**src/rtl/alu_sub16_seq_pkg.sv**
```systemverilog
// Shared types for the 16-bit subtract sequencer: FSM encoding and flag-register bit positions.
// Pure declarations; no logic, no latency, no flow control.
package alu_sub16_seq_pkg;

    typedef enum logic [1:0] {
        ST_IDLE = 2'd0,
        ST_LO   = 2'd1,
        ST_HI   = 2'd2,
        ST_DONE = 2'd3
    } state_t;

    // Bit positions used when these flags are packed into the 8085 flag register.
    localparam int FLAG_S  = 7;
    localparam int FLAG_Z  = 6;
    localparam int FLAG_AC = 4;
    localparam int FLAG_P  = 2;
    localparam int FLAG_CY = 0;

endpackage

```
**src/rtl/alu_sub16_seq_sub8b.sv**
```systemverilog
// Combinational byte subtractor: oD = iJ - iK - iB, oB[i] = borrow out of bit i, oP = even parity of oD.
// Zero latency; purely combinational, no backpressure.
module alu_sub16_seq_sub8b #(
    parameter int DATASIZE = 8
) (
    input  logic [DATASIZE-1:0] iJ,
    input  logic [DATASIZE-1:0] iK,
    input  logic [DATASIZE-1:0] iB,
    output logic [DATASIZE-1:0] oD,
    output logic [DATASIZE-1:0] oB,
    output logic                oP
);

    logic [DATASIZE+1:0] mask;
    logic [DATASIZE+1:0] part;

    // Borrow out of bit i is the sign of the difference restricted to bits [i:0].
    always_comb begin
        oD   = iJ - iK - iB;
        oP   = ~^oD;
        oB   = '0;
        mask = '0;
        part = '0;
        for (int i = 0; i < DATASIZE; i++) begin
            mask  = ((DATASIZE+2)'(1) << (i + 1)) - (DATASIZE+2)'(1);
            part  = ({2'b00, iJ} & mask) - ({2'b00, iK} & mask) - ({2'b00, iB} & mask);
            oB[i] = part[DATASIZE+1];
        end
    end

endmodule

```
**src/rtl/alu_sub16_seq.sv**
```systemverilog
// Two-pass 16-bit subtract (low byte, then high byte with chained borrow); registers difference and S/Z/P/CY flags.
// Latency: start sampled on edge N+1, oDone high after edge N+3; iStart ignored while busy. ALU_SUB16_OVF_EN adds oV.
module alu_sub16_seq
    import alu_sub16_seq_pkg::*;
#(
    parameter int DATASIZE = 8
) (
    input  logic                  clk,
    input  logic                  rst,
    input  logic                  iStart,
    input  logic [2*DATASIZE-1:0] iJ,
    input  logic [2*DATASIZE-1:0] iK,
    input  logic                  iB,
    output logic                  oBusy,
    output logic                  oDone,
    output logic [2*DATASIZE-1:0] oD,
    output logic                  oCY,
    output logic                  oZ,
    output logic                  oS,
    output logic                  oP
`ifdef ALU_SUB16_OVF_EN
   ,output logic                  oV
`endif
);

    localparam int W = 2 * DATASIZE;

    state_t                state_q, state_d;
    logic [W-1:0]          j_q, j_d, k_q, k_d;
    logic                  b_q, b_d;
    logic [DATASIZE-1:0]   lo_q, lo_d;
    logic                  brw_q, brw_d;
    logic [W-1:0]          d_q, d_d;
    logic                  cy_q, cy_d, z_q, z_d, s_q, s_d, p_q, p_d;
    logic                  v_q, v_d;

    logic [DATASIZE-1:0]   sub_j, sub_k, sub_bin, sub_d, sub_b;
    logic                  sub_p;
    logic [W-1:0]          word;
    logic                  unused_ok;

    assign unused_ok = ^{sub_b[DATASIZE-2:0], sub_p};

    always_comb begin
        sub_j   = j_q[DATASIZE-1:0];
        sub_k   = k_q[DATASIZE-1:0];
        sub_bin = {{(DATASIZE-1){1'b0}}, b_q};
        if (state_q == ST_HI) begin
            sub_j   = j_q[W-1:DATASIZE];
            sub_k   = k_q[W-1:DATASIZE];
            sub_bin = {{(DATASIZE-1){1'b0}}, brw_q};
        end
    end

    alu_sub16_seq_sub8b #(.DATASIZE(DATASIZE)) u_sub8b (
        .iJ (sub_j),
        .iK (sub_k),
        .iB (sub_bin),
        .oD (sub_d),
        .oB (sub_b),
        .oP (sub_p)
    );

    assign word = {sub_d, lo_q};

    always_comb begin
        state_d = state_q;
        j_d     = j_q;
        k_d     = k_q;
        b_d     = b_q;
        lo_d    = lo_q;
        brw_d   = brw_q;
        d_d     = d_q;
        cy_d    = cy_q;
        z_d     = z_q;
        s_d     = s_q;
        p_d     = p_q;
        v_d     = v_q;
        case (state_q)
            ST_IDLE: begin
                if (iStart) begin
                    j_d     = iJ;
                    k_d     = iK;
                    b_d     = iB;
                    state_d = ST_LO;
                end
            end
            ST_LO: begin
                lo_d    = sub_d;
                brw_d   = sub_b[DATASIZE-1];
                state_d = ST_HI;
            end
            ST_HI: begin
                d_d     = word;
                cy_d    = sub_b[DATASIZE-1];
                z_d     = (word == '0);
                s_d     = word[W-1];
                p_d     = ~^word;
                v_d     = (j_q[W-1] != k_q[W-1]) && (word[W-1] != j_q[W-1]);
                state_d = ST_DONE;
            end
            ST_DONE: begin
                if (iStart) begin
                    j_d     = iJ;
                    k_d     = iK;
                    b_d     = iB;
                    state_d = ST_LO;
                end else begin
                    state_d = ST_IDLE;
                end
            end
            default: state_d = ST_IDLE;
        endcase
    end

    always_ff @(posedge clk) begin
        if (rst) begin
            state_q <= ST_IDLE;
            j_q     <= '0;
            k_q     <= '0;
            b_q     <= 1'b0;
            lo_q    <= '0;
            brw_q   <= 1'b0;
            d_q     <= '0;
            cy_q    <= 1'b0;
            z_q     <= 1'b0;
            s_q     <= 1'b0;
            p_q     <= 1'b0;
            v_q     <= 1'b0;
        end else begin
            state_q <= state_d;
            j_q     <= j_d;
            k_q     <= k_d;
            b_q     <= b_d;
            lo_q    <= lo_d;
            brw_q   <= brw_d;
            d_q     <= d_d;
            cy_q    <= cy_d;
            z_q     <= z_d;
            s_q     <= s_d;
            p_q     <= p_d;
            v_q     <= v_d;
        end
    end

    assign oBusy = (state_q == ST_LO) || (state_q == ST_HI);
    assign oDone = (state_q == ST_DONE);
    assign oD    = d_q;
    assign oCY   = cy_q;
    assign oZ    = z_q;
    assign oS    = s_q;
    assign oP    = p_q;
`ifdef ALU_SUB16_OVF_EN
    assign oV    = v_q;
`else
    // Overflow is not exposed in this build; the register is left for synthesis to trim.
    logic unused_v;
    assign unused_v = v_q;
`endif

endmodule

```
**config.mk**
```make
export PLATFORM = sky130hd
export DESIGN_NAME = alu_sub16_seq
export DESIGN_NICKNAME = d
export VERILOG_FILES = /design/src/rtl/alu_sub16_seq_pkg.sv /design/src/rtl/alu_sub16_seq_sub8b.sv /design/src/rtl/alu_sub16_seq.sv
export SDC_FILE = /design/constraint.sdc
export NUM_CORES = 1
export LEC_CHECK = 0
export BUFFER_PORTS_ARGS = -buffer_cell sky130_fd_sc_hd__buf_4
export CAP_MARGIN = 20
export CORE_ASPECT_RATIO = 0.8
export CORE_MARGIN = 1
export CORE_UTILIZATION = 50
export DETAILED_ROUTE_END_ITERATION = 6
export MAX_ROUTING_LAYER = met4
export PLACE_DENSITY_LB_ADDON = 0.3
export RECOVER_POWER = 100
export SLEW_MARGIN = 20
export SYNTH_ARGS = -nofsm -noshare
export SYNTH_HDL_FRONTEND = slang
export SYNTH_HIERARCHICAL = 1
export SYNTH_SLANG_ARGS = --single-unit
export TNS_END_PERCENT = 1
```
**constraint.sdc**
```tcl
create_clock -name clk -period 5.4 [get_ports clk]
set_input_delay 0.27 -clock clk [delete_from_list [all_inputs] [get_ports clk]]
set_output_delay 0.27 -clock clk [all_outputs]
set_load 0.02 [all_outputs]
```
Word level (Yosys, flattened, before mapping)
Cells that the tools add are included.

Bits in latches: 0. ROM bits: 0. Bits in writable memories: 0. Register bits: 64. Memories kept: 0. Logic and storage cells: 31.

Bitwise operators: 0. Reductions and logical operators: 6. Mux-type cells: 6. Multiply operators: 0. Equal/unequal tests: 4. Shift operators: 0. Divide/modulo/power cells: 0. Add/subtract/negate cells: 4. Magnitude comparators: 0.

Operators by type and width (number): 16-bit zero test (1); 8-bit 2-to-1 mux (2); 16-bit XNOR reduction (1); 9-bit by 2-bit subtractor with 10-bit output (1); 8-bit by 8-bit subtractor with 9-bit output (1); 2-bit case mux with 4 select lines (1); 8-bit by 1-bit subtractor with 8-bit output (1); 8-bit subtractor (1); 2-bit equality test, second input constant (2); 2-bit by 1-bit equality test with 1-bit output, second input constant (1); 2-bit zero test (1); 1-bit 2-to-1 mux (2); 2-bit 2-to-1 mux (1); 2-bit inequality test, second input constant (1); 2-bit AND reduction (1); 2-bit OR reduction (1); 1-bit logical OR (1).

Longest topological paths before layout
Gate-level depths: netlist of run 1.

Depth in word-level cells: 5. Depth in mapped cells: 20.

Cells and area by module
The synthesis of run 1 kept the hierarchy.

Modules (own cells, without submodules): alu_sub16_seq (times used 1, area an instance 2740.1 um2, cells each 310); alu_sub16_seq_sub8b (times used 1, area an instance 1062.3 um2, cells each 134).

Least setup slack after synthesis of run 1
Ideal clock, no wire load.

Path type: register to register. Start: register state_q[0]. End: register p_q (netlist: oP). Library setup time: 0.084 ns. Path slack: 1.427 ns. Data arrival time: 3.889 ns. Buffers on the path: 2. Stages on the path, launching flop included: 18. Cells stage by stage: dfxtp_1 inv_1 ha_1 buf_2 buf_2 mux2_2 fa_1 ha_1 and3_1 a211o_1 a21oi_1 xnor2_1 inv_1 ha_1 xnor2_1 xnor2_1 xnor2_1 o31ai_2.

Cells in the longest elaborated chain, start to end: 5. Elaborated cells between the ends (all ways): 7. Classes of those cells: add/sub: 2; eq/ne: 1; mux: 3; reduce/logical: 1.

RTL lines: start: declaration (line alu_sub16_seq.sv:28) `state_t state_q, state_d;`; start signal: assignment (line alu_sub16_seq.sv:131) `state_q <= state_d;`; 2-bit equality test (line alu_sub16_seq.sv:48) `if (state_q == ST_HI) begin`; 8-bit 2-to-1 mux (line alu_sub16_seq.sv:48); named net sub_j[4] (line alu_sub16_seq.sv:37) `logic [DATASIZE-1:0] sub_j, sub_k, sub_bin, sub_d, sub_b;`; 8-bit subtractor (line alu_sub16_seq_sub8b.sv:19) `oD = iJ - iK - iB;`; 8-bit by 1-bit subtractor with 8-bit output (line alu_sub16_seq_sub8b.sv:19); named net sub_d[7] (line alu_sub16_seq.sv:37); 16-bit XNOR reduction (line alu_sub16_seq.sv:98) `p_d = ~^word;`; end signal: assignment (line alu_sub16_seq.sv:141) `p_q <= p_d;`; end: declaration (line alu_sub16_seq.sv:34) `logic cy_q, cy_d, z_q, z_d, s_q, s_d, p_q, p_d;`.

The timed path passes the listed nets, and every way through them passes these cells. A chain may end at the register's enable or synchronous reset.

Worst setup path in the final report of run 1
Start: register state_q[0]. End: register p_q (netlist: oP).

Cells in the longest elaborated chain, start to end: 5. Elaborated cells between the ends (all ways): 7. Classes of those cells: add/sub: 2; eq/ne: 1; mux: 3; reduce/logical: 1.

RTL lines (line): 2-bit equality test (alu_sub16_seq.sv:48); 8-bit 2-to-1 mux (alu_sub16_seq.sv:48); named net sub_k[4] (alu_sub16_seq.sv:37); 8-bit subtractor (alu_sub16_seq_sub8b.sv:19); 8-bit by 1-bit subtractor with 8-bit output (alu_sub16_seq_sub8b.sv:19); named net sub_d[7] (alu_sub16_seq.sv:37); 16-bit XNOR reduction (alu_sub16_seq.sv:98).

The timed path passes the listed nets, and every way through them passes these cells.

==> results.json, run 1 <==
{
  "layout.nets": 566,
  "cp_cell_sequence": "inv_1, ha_1, mux2_2, inv_1, fa_1, ha_1, and3_1, a211o_1, a21oi_1, xnor2_1, inv_1, ha_1, xnor2_1, xnor2_1, xnor2_1, o31ai_2",
  "place.gp.congestion": 0.8489,
  "skew_ns": 0.008593,
  "power_leakage_uw": 0.001853,
  "status": "finished with violations",
  "ir_drop_uv": 428.2,
  "netlist_instances": 429,
  "grt_pass1_vias": 2855,
  "violations": "design-rule violations, max-capacitance violations, max-slew violations",
  "drc_errors": 9,
  "ant_nets": 0,
  "cts_resized": 0,
  "synth_warnings": 6,
  "critPathRequiredTime_ns": 5.61,
  "cp-startpoint": "state_q[0]",
  "crit_path_start_kind": "flop",
  "io_buffers": 57,
  "crit_fanout": 17,
  "avgRoutedWirePerCell_um": 13.73,
  "grt-ovfl-total": 0,
  "wl_mm": 7.925,
  "tightestPinTransition_ns": 2.047,
  "first_pass_iters": 7,
  "cts-root-buf": "clkbuf_8",
  "core_um2": 6993,
  "cts_hold_buf": 0,
  "crit_path_max_incr_delay_ns": 0.71,
  "design_area_um2": 4268,
  "htreeDepth": 3,
  "grt_max_degree": 65,
  "cts.sinks": 63,
  "cts_made_buffers": 9,
  "endpoint_kind": "flop",
  "track_usage": 0.2259,
  "crit_type": "reg -> reg",
  "setup-violations-final": 0,
  "max-slew-margin-rel": -0.3677,
  "area_growth_pct": 15.67,
  "core.rowCount": 27,
  "die_y_um": 78.84,
  "drt_iter0_markers": 101,
  "ios": 58,
  "worstPathArrival_ns": 4.65,
  "post-route-util": 0.6103,
  "cap_viol_max_count": 1,
  "diodes": 0,
  "power_density_nw_per_um2": 763.7,
  "min_path_type": "in -> reg",
  "period_share": 0.8222,
  "fmax_mhz": 225.2,
  "dpl.hpwl_mm": 5.984,
  "fillers": 632,
  "drv_slew": 34,
  "vias": 2914,
  "reg2reg_from": "state_q[0]",
  "cts.path.max_buffers": 2,
  "fin_crit_ns": 4.440,
  "post_cts_buffers": 0,
  "clk_pin_slew_worst_paths_ns": 0.07,
  "hold_start": "iK[8]",
  "netlist_area_um2": 3690,
  "clock_latency_ns": 0.35,
  "grt_first_pass_wirelength_mm": 13.25,
  "die_x_um": 98.05,
  "crit_top_cell": "xnor2_1",
  "place_area_um2": 4156,
  "tritoncts": "done",
  "cp_slowest_cell": "ha_1",
  "viasPerCell": 5.050,
  "initial_core_util": 0.5276,
  "final_layout_size_suffix_gt1_frac": 0.1388,
  "finalHoldViolCount": 0,
  "avgSynthCellArea_um2": 8.601,
  "finalSetupTns_ns": 0,
  "grt_setup_unrepaired": "no",
  "die_area_um2": 7729,
  "antenna_found_initial": 0
}
-- routing by layer --
layer  wire [um]  vias to the layer above  GRT usage
met5           0                        -          -
met4          97                        0    0.07121
met3         495                       10    0.05986
met2        3665                       58     0.3606
met1        3667                     1360     0.2809
li1            -                     1486          -
-- state kept, by name, summed over array words and instances, names as in the netlist --
| name | cells |
|---|---|
| oCY | 1 |
| b_q | 1 |
| brw_q | 1 |
| lo_q | 8 |
| state_q | 2 |
| j_q | 16 |
| oD | 16 |
| oP | 1 |
| oZ | 1 |
| k_q | 16 |
-- stage by stage --
step	hold slack, ns	cells	worst slack (ns)	power [uW]
2_1_floorplan	0.4060	437	1.456	2452
3_3_place_gp	0.4443	561	1.362	2805
3_5_place_dp	0.4474	561	1.234	2895
4_1_cts	0.1530	577	1.210	3312
5_1_grt	0.1591	577	0.6278	3556
6_report	0.1620	577	0.9602	3259
-- layout by cell type, fill, tap and decap left out, drive strengths merged, types with 4 or more instances in the layout --
cell / count
nand2: 74
xor2: 6
a21o: 8
xnor2: 15
o21ai: 5
mux2: 17
buf: 36
inv: 48
a21oi: 38
clkbuf: 31
conb: 9
nand2b: 4
dfxtp: 63
ha: 37
fa: 8
nor2: 36
mux2i: 27
-- final timing paths --
| kind | end | slack (ns) | cells past startpoint |
|---|---|---|---|
| hold reg to reg | j_q[6] | 0.46 | 2 |
| setup reg to reg | oP | 0.96 | 16 |
| setup / recovery | oP | 0.96 | 16 |
| hold / removal | k_q[8] | 0.16 | 3 |
-- cell type report --
cell class | count | area, um^2 | area share
Multi-Input combinational cell | 306 | 2172 | 0.5089
Inverter | 47 | 176.4 | 0.04134
Sequential cell | 63 | 1261 | 0.2955
Tap cell | 87 | 108.9 | 0.02551
Clock buffer | 9 | 123.9 | 0.02902
Clock inverter | 7 | 72.57 | 0.01700
Timing Repair Buffer | 58 | 352.8 | 0.08267
-- worst max-delay path: cells and delay by family (launching register included) --
family / cells / cell delay [ns]
AO/OA/AOI/OAI: 3 / 0.52
XOR/XNOR: 4 / 0.69
adder cells (fa/ha/maj): 4 / 1.81
buffers and inverters: 3 / 0.32
flip-flops: 1 / 0.36
multiplexers: 1 / 0.42
AND/OR/NAND/NOR: 1 / 0.20
-- report_power, final --
part	switching, uW	total, uW	internal [uW]
clock	189	402	213
combinational	1200	2180	987
sequential	84.2	674	589
No activity file was read; power rests on OpenSTA's default activity.
==> run 2, diff against run 1 <==
==> constraint.sdc (replaced) <==
create_clock -name clk -period 4.6 [get_ports clk]
set_input_delay 0.23 -clock clk [delete_from_list [all_inputs] [get_ports clk]]
set_output_delay 0.23 -clock clk [all_outputs]
set_load 0.02 [all_outputs]
==> results.json, run 2 (synthesis results as in run 1) <==
{
  "vias": 2941,
  "period_share": 0.9304,
  "cts-root-buf": "clkbuf_8",
  "core.rowCount": 27,
  "fin_crit_ns": 4.280,
  "cts_resized": 0,
  "finalHoldViolCount": 0,
  "final_layout_size_suffix_gt1_frac": 0.1408,
  "final-instance-count-excl-fill": 577,
  "core_um2": 6993,
  "finalSetupTns_ns": 0,
  "tightestPinTransition_ns": 1.203,
  "post_cts_buffers": 0,
  "cap_viol_max_count": 0,
  "place.gp.congestion": 0.8490,
  "crit_top_cell": "xnor2_1",
  "switchingPower_uw": 1743,
  "r2r-end": "oP",
  "r2r_slack_ns": 0.32,
  "reg2reg_from": "state_q[0]",
  "min_path_type": "in -> reg",
  "holdPathEnd": "j_q[5]",
  "io_buffers": 57,
  "p_int_uw": 2161,
  "crit_path_max_incr_delay_ns": 0.59,
  "reg2reg_depth": 17,
  "holdPathStages": 3,
  "endpoint_kind": "flop",
  "track_usage": 0.2280,
  "htreeDepth": 3,
  "diodes": 0,
  "clockPowerShare": 0.135,
  "cts.sinks": 63,
  "cp_slowest_cell": "fa_1",
  "cts.path.max_buffers": 2,
  "drc_errors": 7,
  "clk_pin_slew_worst_paths_ns": 0.08,
  "cts_hold_buf": 0,
  "crit_path_start_kind": "flop",
  "grt_setup_unrepaired": "no",
  "power_leakage_uw": 0.001866,
  "cp_cell_sequence": "inv_1, ha_2, mux2_1, fa_1, inv_1, ha_1, o211ai_1, nand2_1, a211o_1, a21oi_1, xnor2_1, inv_1, ha_1, xnor2_1, xnor2_1, xnor2_1, o31ai_2",
  "drv_slew": 0,
  "critPathRequiredTime_ns": 4.80,
  "place_inst": 561,
  "antenna_found_initial": 0,
  "die_x_um": 98.05,
  "crit_type": "reg -> reg",
  "hold_start": "iJ[5]",
  "status": "finished with violations",
  "worstPathArrival_ns": 4.48,
  "skew_ns": 0.008737,
  "whs_ns": 0.1315,
  "ant_nets": 0,
  "grt-ovfl-total": 0,
  "dpl.hpwl_mm": 5.932,
  "power_density_nw_per_um2": 907.6,
  "viasPerCell": 5.097,
  "fmax_mhz": 233.7,
  "max-slew-margin-rel": 0.1982,
  "p_sw_frac": 0.4464,
  "setup-violations-final": 0,
  "total_power_uw": 3903,
  "layout_commonest_cell": "nand2_1",
  "area_growth_pct": 16.55,
  "tritoncts": "done",
  "drt_iter0_markers": 134,
  "initial_core_util": 0.5276,
  "die_y_um": 78.84,
  "cts_made_buffers": 9,
  "ios": 58,
  "p_comb_frac": 0.663,
  "clock_latency_ns": 0.34,
  "avgRoutedWirePerCell_um": 13.92,
  "crit_fanout": 17,
  "die_area_um2": 7729,
  "seq_power_share": 0.202,
  "first_pass_iters": 7,
  "grt_first_pass_wirelength_mm": 13.37,
  "ir_drop_uv": 482.4,
  "layout.nets": 566,
  "violations": "design-rule violations",
  "wl_mm": 8.032,
  "grt_max_degree": 65,
  "mostFrequentLayoutCells": "nand2_1 (74), dfxtp_1 (63), inv_1 (47), a21oi_1 (38)",
  "grt_pass1_vias": 2907
}
-- run 2: changes by cell type in the layout (fill, tap and decap cells not counted), sizes merged --
cell and delta:
bufinv +1, inv -1
-- run 2: layout make-up --
type,count,area (um^2)
fill,633,2693
multi-input combinational,306,2180
sequential,63,1261
timing repair buffer,58,352.8
inverter,47,176.4
clock buffer,9,123.9
tap,87,108.9
clock inverter,7,97.59
-- run 2: worst max path at each step --
stage | from | end | slack [ns]
floorplan | state_q[0] | oP | 0.66
global placement | state_q[0] | oP | 0.56
detailed placement | state_q[0] | oP | 0.39
CTS | state_q[0] | oP | 0.35
global route | state_q[0] | oP | 0.02
finish | state_q[0] | oP | 0.32
-- run 2: metrics by stage --
| step | utilization | setup WS (ns) | area, um^2 |
|---|---|---|---|
| 2_1_floorplan | - | 0.6558 | 3720 |
| 3_3_place_gp | 0.5944 | 0.5624 | 4156 |
| 3_5_place_dp | 0.5944 | 0.3871 | 4156 |
| 4_1_cts | 0.6261 | 0.3463 | 4378 |
| 5_1_grt | 0.6150 | 0.01560 | 4300 |
| 6_report | 0.6150 | 0.3201 | 4300 |
-- run 2: power by group through the flow --
| stage | registers [uW] | clock network, uW | logic, uW |
|---|---|---|---|
| after floorplan | 812 | 0 | 2070 |
| after global placement | 796 | 0 | 2500 |
| after detailed placement | 799 | 0 | 2610 |
| after CTS | 789 | 536 | 2640 |
| after global routing | 805 | 561 | 2890 |
| final | 788 | 526 | 2590 |
-- run 2: worst max-delay path, delay by kind of cell (launching register included) --
| family | cells | cell delay (ns) |
|---|---|---|
| fa+ha+maj | 4 | 1.55 |
| compound gates | 4 | 0.70 |
| mux | 1 | 0.42 |
| xor+xnor | 4 | 0.70 |
| simple gates | 1 | 0.13 |
| buf+inv | 3 | 0.27 |
| flops | 1 | 0.36 |
-- run 2: routing by layer --
layer,track usage,vias to the layer above,share of wire,routed length (um)
met2,0.3739,66,0.47,3778
li1,-,1488,-,-
met5,-,-,0,0
met4,0.06818,0,0.0085,68
met1,0.2807,1379,0.47,3736
met3,0.05458,8,0.056,448
==> run 3, diff against run 2 <==
--- a/config.mk
+++ b/config.mk
@@ -17,6 +17,5 @@
 export SLEW_MARGIN = 20
 export SYNTH_ARGS = -nofsm -noshare
 export SYNTH_HDL_FRONTEND = slang
-export SYNTH_HIERARCHICAL = 1
 export SYNTH_SLANG_ARGS = --single-unit
 export TNS_END_PERCENT = 1
==> results.json, run 3 <==
{
  "crit_type": "reg -> reg",
  "skew_ns": 0.01155,
  "synthMuxAreaShare": 0.1011,
  "setup_ws_ns": 0.3211,
  "netlist_area_um2": 3565,
  "place_ws_ns": 0.3278,
  "crit_fanout": 12,
  "final-instance-count-excl-fill": 578,
  "fin_crit_ns": 4.279,
  "cts_made_buffers": 9,
  "max-slew-margin-rel": -0.3233,
  "synth_top_area_cell": "dfxtp_1",
  "die_y_um": 77.52,
  "wl_mm": 7.544,
  "grt-ovfl-total": 0,
  "mostFrequentLayoutCells": "nand2_1 (79), dfxtp_1 (63), a21oi_1 (46), inv_1 (42), buf_4 (36)",
  "async_flop_share": 0,
  "layout.nets": 554,
  "grt_max_degree": 68,
  "antenna_found_initial": 0,
  "synth_common_cells": "nand2_1 (79), dfxtp_1 (63), a21oi_1 (46), inv_1 (42), nor2_1 (33)",
  "multi_input_area_um2": 2047,
  "synth-compound-area-share": 0.1408,
  "post_cts_buffers": 0,
  "cts_hold_buf": 0,
  "cts_resized": 0,
  "initial_core_util": 0.5172,
  "syn_nets": 510,
  "synth.distinct_cells": 39,
  "synth_edf_count": 0,
  "avgSynthCellArea_um2": 8.065,
  "min_path_type": "in -> reg",
  "setup-violations-final": 0,
  "netlist_instances": 442,
  "status": "finished with violations",
  "place_inst": 562,
  "layout_commonest_cell": "nand2_1",
  "die_x_um": 96.40,
  "grt_pass1_vias": 2551,
  "violations": "max-capacitance violations, max-slew violations",
  "power_density_nw_per_um2": 897.8,
  "power_leakage_uw": 0.001754,
  "cts.sinks": 63,
  "fillers": 650,
  "endpoint_kind": "flop",
  "core.rowCount": 27,
  "fmax_mhz": 233.7,
  "die_area_um2": 7473,
  "ff_latch_area_um2": 1261,
  "synth_xor_area_frac": 0.04668,
  "area_growth_pct": 17.44,
  "crit_path_start_kind": "flop",
  "grt_setup_unrepaired": "no",
  "synth_top_family_by_area": "simple AND/OR/NAND/NOR gates",
  "synthAdderAreaFrac": 0.1144,
  "period_share": 0.9302,
  "tightestPinTransition_ns": 1.981,
  "cts-root-buf": "clkbuf_8",
  "final_layout_size_suffix_gt1_frac": 0.1263,
  "synth.top_cells.by_area": "dfxtp_1 (35%), ha_1 (11%), nand2_1 (8.3%)",
  "synth_warnings": 0,
  "diodes": 0,
  "tritoncts": "done",
  "avgRoutedWirePerCell_um": 13.05,
  "core_um2": 6892,
  "dpl.hpwl_mm": 5.673,
  "drv_slew": 34,
  "synthDominantCellAreaShare": 0.3538,
  "ios": 58,
  "place.gp.congestion": 0.8469,
  "finalSetupTns_ns": 0,
  "synth-seq-area-share": 0.3538,
  "ir_drop_uv": 590.3,
  "ys.flop_type": "dfxtp_1",
  "drt_iter0_markers": 124,
  "ant_nets": 0,
  "cts.path.max_buffers": 2,
  "critPathRequiredTime_ns": 4.79,
  "worstPathArrival_ns": 4.47,
  "finalHoldViolCount": 0,
  "drc_errors": 0,
  "grt_first_pass_wirelength_mm": 12.12,
  "io_buffers": 57,
  "synth_seq_cells": 63,
  "clk_pin_slew_worst_paths_ns": 0.08,
  "clock_latency_ns": 0.33,
  "viasPerCell": 5.185,
  "first_pass_iters": 4,
  "cap_viol_max_count": 1,
  "htreeDepth": 3,
  "vias": 2997,
  "track_usage": 0.2156,
  "yosys.area_share.simple": 0.1699,
  "synthMostInstantiatedCell": "nand2_1"
}
==> run 3: changes by cell type in the layout (fill, tap and decap cells not counted), moves of 6 or more <==
cell / before / now
a21oi_1: 38 / 46
fa_1: 8 / 1
conb_1: 9 / 0
mux2_2: 14 / 7
ha_1: 36 / 30
a21o_1: 8 / 2
==> run 3: area by class of cell <==
type | count | share of cell area
clock buffers | 11 | 0.03616
clock inverters | 5 | 0.02481
inverters | 42 | 0.03766
multi-input cells | 311 | 0.4889
flip-flops and latches | 63 | 0.3013
well taps | 87 | 0.02600
repair buffers | 59 | 0.08518
==> run 3: final timing paths <==
| kind | start | to | slack [ns] | depth (start not counted) |
|---|---|---|---|---|
| hold reg to reg | j_q[15] | j_q[15] | 0.45 | 2 |
| setup reg to reg | state_q[0] | oP | 0.32 | 18 |
| setup / recovery | state_q[0] | oP | 0.32 | 18 |
| hold / removal | iK[0] | k_q[0] | 0.14 | 3 |
==> run 3: per-stage QoR <==
stage          utilization  hold WS, ns  instance area (um^2)  total power (uW)
6_report            0.6075       0.1360                  4187              3759
5_1_grt             0.6075       0.1324                  4187              4061
4_1_cts             0.6200       0.1267                  4273              3805
3_5_place_dp        0.5830       0.4479                  4018              3176
3_3_place_gp        0.5830       0.4410                  4018              3143
2_1_floorplan            -       0.3660                  3565              2713
==> run 3: power breakdown <==
| group | switching [uW] | total (uW) | internal (uW) |
|---|---|---|---|
| logic | 1310 | 2360 | 1060 |
| clock network | 215 | 605 | 390 |
| registers | 100 | 790 | 690 |
==> run 3: cell families after synthesis <==
logic type | count (synthesis)
AOI/OAI and AO/OA | 83
xor gates and xnor gates | 19
adders and majority gates | 32
buffers and inverters | 68
DFF | 63
muxes | 35
and+or+nand+nor | 142
==> run 3: metal layers <==
metal / GRT usage / vias up / wire (um)
li1: - / 1560 / -
met2: 0.3014 / 66 / 3305
met4: 0.05588 / 0 / 25
met5: - / - / 0
met1: 0.3096 / 1369 / 3806
met3: 0.05196 / 2 / 407
==> run 3: critical path, stage by stage, from the launching register on <==
cell	delay [ns]
dfxtp_1	0.34
inv_1	0.15
ha_2	0.37
mux2i_1	0.28
inv_1	0.10
fa_1	0.56
xor2_1	0.21
ha_1	0.22
a2111oi_2	0.34
o31ai_1	0.12
a21oi_1	0.19
xor2_1	0.25
ha_1	0.29
xnor2_1	0.18
xnor2_1	0.15
xnor2_1	0.13
nor2_1	0.05
a21oi_1	0.12
nor2_1	0.05
